--- src/rtl/sar_pkg.sv ---
// Shared types and sizing helpers for the successive-approximation search controller.
package sar_pkg;

   typedef enum logic [1:0] {
      IDLE   = 2'd0,
      SEARCH = 2'd1,
      DONE   = 2'd2
   } sar_state_t;

   localparam int unsigned SAR_DEF_WIDTH = 8;
   localparam int unsigned SAR_DEF_IDX_W = $clog2(SAR_DEF_WIDTH);

   // Bit-index register width for a given operand width; never below one bit.
   function automatic int unsigned sar_idx_w(input int unsigned width);
      return (width > 2) ? $clog2(width) : 1;
   endfunction

endpackage : sar_pkg

--- src/rtl/sar_search.sv ---
// Successive-approximation search: drives trial values on probe and reads back
// gte/eq from an external comparator, resolving one result bit per clock.
module sar_search
   import sar_pkg::*;
#(
   parameter int unsigned WIDTH = SAR_DEF_WIDTH
) (
   input  logic             clk,
   input  logic             rst_n,
   input  logic             start,
   output logic [WIDTH-1:0] probe,
   input  logic             gte,
   input  logic             eq,
   output logic             busy,
   output logic             done,
   output logic [WIDTH-1:0] result
);

   localparam int unsigned IDX_W = sar_idx_w(WIDTH);
   localparam logic [IDX_W-1:0] K_TOP = IDX_W'(WIDTH - 1);
   localparam logic [WIDTH-1:0] MSB_MASK = WIDTH'(1) << (WIDTH - 1);

   sar_state_t       state;
   logic [IDX_W-1:0] k;
   logic [WIDTH-1:0] acc;

   logic [WIDTH-1:0] bit_k_c;
   logic [WIDTH-1:0] acc_upd_c;
   logic [WIDTH-1:0] next_probe_c;

   // Trial mask decoded from k, accumulator with the current bit resolved, and the following trial.
   always_comb begin
      bit_k_c      = WIDTH'(1) << k;
      acc_upd_c    = gte ? (acc | bit_k_c) : (acc & ~bit_k_c);
      next_probe_c = acc_upd_c | (bit_k_c >> 1);
   end

   // Search FSM with registered probe/busy/done/result.
   always_ff @(posedge clk or negedge rst_n) begin
      if (!rst_n) begin
         state  <= IDLE;
         k      <= K_TOP;
         acc    <= '0;
         probe  <= '0;
         busy   <= 1'b0;
         done   <= 1'b0;
         result <= '0;
      end else begin
         done <= 1'b0;
         case (state)
            IDLE: begin
               probe <= '0;
               busy  <= 1'b0;
               if (start) begin
                  state <= SEARCH;
                  acc   <= '0;
                  k     <= K_TOP;
                  probe <= MSB_MASK;
                  busy  <= 1'b1;
               end
            end
            SEARCH: begin
               if (eq) begin
                  // Exact hit: the current trial is the target.
                  result <= probe;
                  state  <= DONE;
                  probe  <= '0;
                  busy   <= 1'b0;
                  done   <= 1'b1;
               end else if (k == '0) begin
                  acc    <= acc_upd_c;
                  result <= acc_upd_c;
                  state  <= DONE;
                  probe  <= '0;
                  busy   <= 1'b0;
                  done   <= 1'b1;
               end else begin
                  acc   <= acc_upd_c;
                  k     <= k - IDX_W'(1);
                  probe <= next_probe_c;
               end
            end
            DONE: begin
               state <= IDLE;
               acc   <= '0;
               k     <= K_TOP;
               probe <= '0;
               busy  <= 1'b0;
            end
            default: begin
               state <= IDLE;
               acc   <= '0;
               k     <= K_TOP;
               probe <= '0;
               busy  <= 1'b0;
            end
         endcase
      end
   end

endmodule : sar_search

--- config.mk ---
export PLATFORM = sky130hd
export DESIGN_NAME = sar_search
export DESIGN_NICKNAME = d
export VERILOG_FILES = /design/src/rtl/sar_pkg.sv /design/src/rtl/sar_search.sv
export SDC_FILE = /design/constraint.sdc
export NUM_CORES = 1
export LEC_CHECK = 0
export CAP_MARGIN = 0
export CORE_MARGIN = 4
export CORE_UTILIZATION = 54
export CTS_CLUSTER_DIAMETER = 40
export DETAILED_ROUTE_END_ITERATION = 7
export HOLD_SLACK_MARGIN = 0.12
export PLACE_DENSITY = 0.81
export SYNTH_ARGS = -nofsm -noshare
export SYNTH_HDL_FRONTEND = slang
export SYNTH_SLANG_ARGS = --single-unit
--- constraint.sdc ---
create_clock -name clk -period 1.8 [get_ports clk]
set_clock_uncertainty 0.05 [all_clocks]
set_input_delay 0.54 -clock clk [delete_from_list [all_inputs] [get_ports clk]]
set_output_delay 0.54 -clock clk [all_outputs]
set_load 0.05 [all_outputs]
==> summary.txt <==
Iteration-0 DRC Markers: 107
WL per Instance: 18.1 um
NetSw: 1.25 mW
Crit path arrival time: 1.97 ns
Die Span Y: 63.2 um
Hold Path Class: reg -> reg
fmax: 0.563 GHz
critical path class: reg -> reg
hold_buf cts: 0
Post-synth top cells: dfrtp_1 (28), inv_1 (19), a21oi_1 (11)
count leader, synth: dfrtp_1
Synth Flop Type: dfrtp_1
period utilisation layout: 98.6%
Nets: 215
CTS tree: built
pwr dens: 1320 nW/um2
top post-synthesis cells by area: dfrtp_1 (43%), dfstp_2 (4.8%), inv_1 (4.3%)
Pre-Repair DR Iteration Count: 4
DRC viols: 0
Critical-path top delay cell: dfstp_2
sw frac: 41.5%
outcome: finished, final reports clean
Synth top area share: 42.6%
row count: 19
cell area after synthesis: 1640 um2
share of layout cells above drive strength 1: 26.8%
CTS Buffer Depth: 2
Final ANT Viol Nets: 0
Layout Cells excl Fill: 236
Die Span X: 63.2 um
clock input transition at the sequential cells of the worst setup and hold paths: 0.10 ns
Synthesis Warnings: 0
initial antenna violation count: 0
total core area: 2830 um2
GPL Wtd Cong: 0.864
Clk pwr share: 14.3%
syn_nets: 174
Post-CTS Setup Inserts: 0
Max-slew headroom: 63.5%
Routed WL: 4.27 mm
GRT Resource Usage Total: 22.5%
Post-Place Cells: 229
P_int: 1.76 mW
crit path launch type: register
Max H-tree Level: 2
Seq/Total Area, Yosys: 47.4%
Netlist cell types: 40
Async SR Flop Fraction: 100%
CP top delay family: compound AO/OA/AOI/OAI gates
clk root buf: clkbuf_4
PortBufs: 22
vias post-DR: 1,501
clk sinks: 31
Yosys reg bits: 31
Pleak: 1.04 nW
Logic pwr share: 51.4%
clk_lat worst skew: 0.35 ns
pre-CTS setup slack: -0.256 ns
Sequential Power Share: 34.3%
vias per inst: 6.36
Final Util: 80.7%
Final setup viols: 0
largest net degree at the start of global routing: 32
worst slew pin tran: 0.543 ns
n_diodes: 0
Crit Path Max Fanout: 7
max-capacitance violation count: 0
final hold violations: 0
WP buf/inv: 0
area grow syn2layout: 38.8%
global-route wire length before repair: 7.05 mm
CTS buffer count: 5
DIE AREA: 3990 um2
final setup slack of the worst path: 0.0252 ns
crit end category: register
Synth Instances: 164
I/O Pins: 23
largest area contributor in the netlist: dfrtp_1
CP cell instances: ha_1, a21boi_1, a311o_1, a32o_1
crit-path max cell delay: 0.60 ns
Mapped Avg Cell Area: 10.0 um2
crit path time final: 1.77 ns
Peak supply drop: 0.796 mV
Overflow after GRT: 0
Worst Path Required: 2.00 ns
Starting Density: 58.1%
fin. max-slew vios: 0
number of synthesized flops with an enable pin: 0
Final HPWL DP: 3.16 mm
vias in the first global route: 1,510
[layer usage]
metal	part of all wire (%)	vias to the layer above	track usage, %
met2	50	77	38.9
met5	0	-	0
met3	7.5	11	5.51
li1	-	689	-
met1	41	724	27.3
met4	1.7	0	7.82
[registers in the layout, indices dropped and copies added (netlist names)]
name,count
state,2
result,8
k,3
busy,1
probe,8
acc,8
done,1
[cells by family after synthesis]
family                     Yosys count  share of synthesized area, %
adders and majority gates            5                          3.81
buffers and inverters               27                          6.47
and+or+nand+nor                     43                          14.6
muxes                                6                          3.65
AOI/OAI and AO/OA                   52                          24.0
DFF                                 31                          47.4
[worst min-delay path, stage by stage, from the launching register on]
cell and delay [ns]:
dfrtp_1 0.37, inv_1 0.07, a21oi_1 0.06
[layout make-up]
cell class              count  area (um2)
well taps                  31        38.8
clock inverters             1        5.00
flip-flops and latches     31         779
clock buffers               6        51.3
repair buffers             42         571
fillers                   161         547
multi-input cells         106         766
inverters                  19        71.3
[power by group through the flow]
stage	registers, mW	logic (mW)	clock network (mW)
6_report	1.03	1.54	0.430
5_1_grt	1.06	1.61	0.463
4_1_cts	1.03	1.52	0.425
3_5_place_dp	1.04	1.51	0
3_3_place_gp	1.03	1.48	0
2_1_floorplan	1.32	0.492	0
[cells in the final DEF (no fill, tap or decap), drive strengths merged, types with 4 or more instances in the layout]
| cell type | instances |
|---|---|
| clkbuf | 6 |
| a32o | 7 |
| dfrtp | 28 |
| inv | 19 |
| a21oi | 11 |
| mux2i | 6 |
| nand2b | 8 |
| ha | 5 |
| nor2b | 5 |
| nor2 | 10 |
| buf | 38 |
| o22ai | 4 |
| clkdlybuf4s50 | 4 |
| o21ai | 5 |
| nand2 | 7 |
[through the flow]
step | power [mW] | hold slack (ns) | TNS [ns] | cell area, um2
3_3_place_gp | 2.52 | 0.463 | -3.23 | 2210
6_report | 3.01 | 0.487 | 0 | 2280
4_1_cts | 2.97 | 0.489 | 0 | 2270
2_1_floorplan | 1.82 | 0.194 | 0 | 1640
5_1_grt | 3.13 | 0.499 | -0.0168 | 2280
3_5_place_dp | 2.56 | 0.477 | -4.61 | 2210
[timing repair]
action / CTS / global route
gates resized for setup: 0 / 5
hold endpoints to repair: 0 / 0
setup endpoints to repair: 0 / 8
[worst paths after layout]
check	start	to	slack (ns)	cells after the start
worst min register to register	acc[0]	probe[0]	0.49	2
max in group asynchronous	rst_n	k[2]	0.94	2
worst max register to register	k[0]	result[5]	0.03	4
worst max-delay path	k[0]	result[5]	0.03	4
worst min-delay path	acc[0]	probe[0]	0.49	2
min in group asynchronous	rst_n	done	0.50	2
No activity file was read; power rests on OpenSTA's default activity.
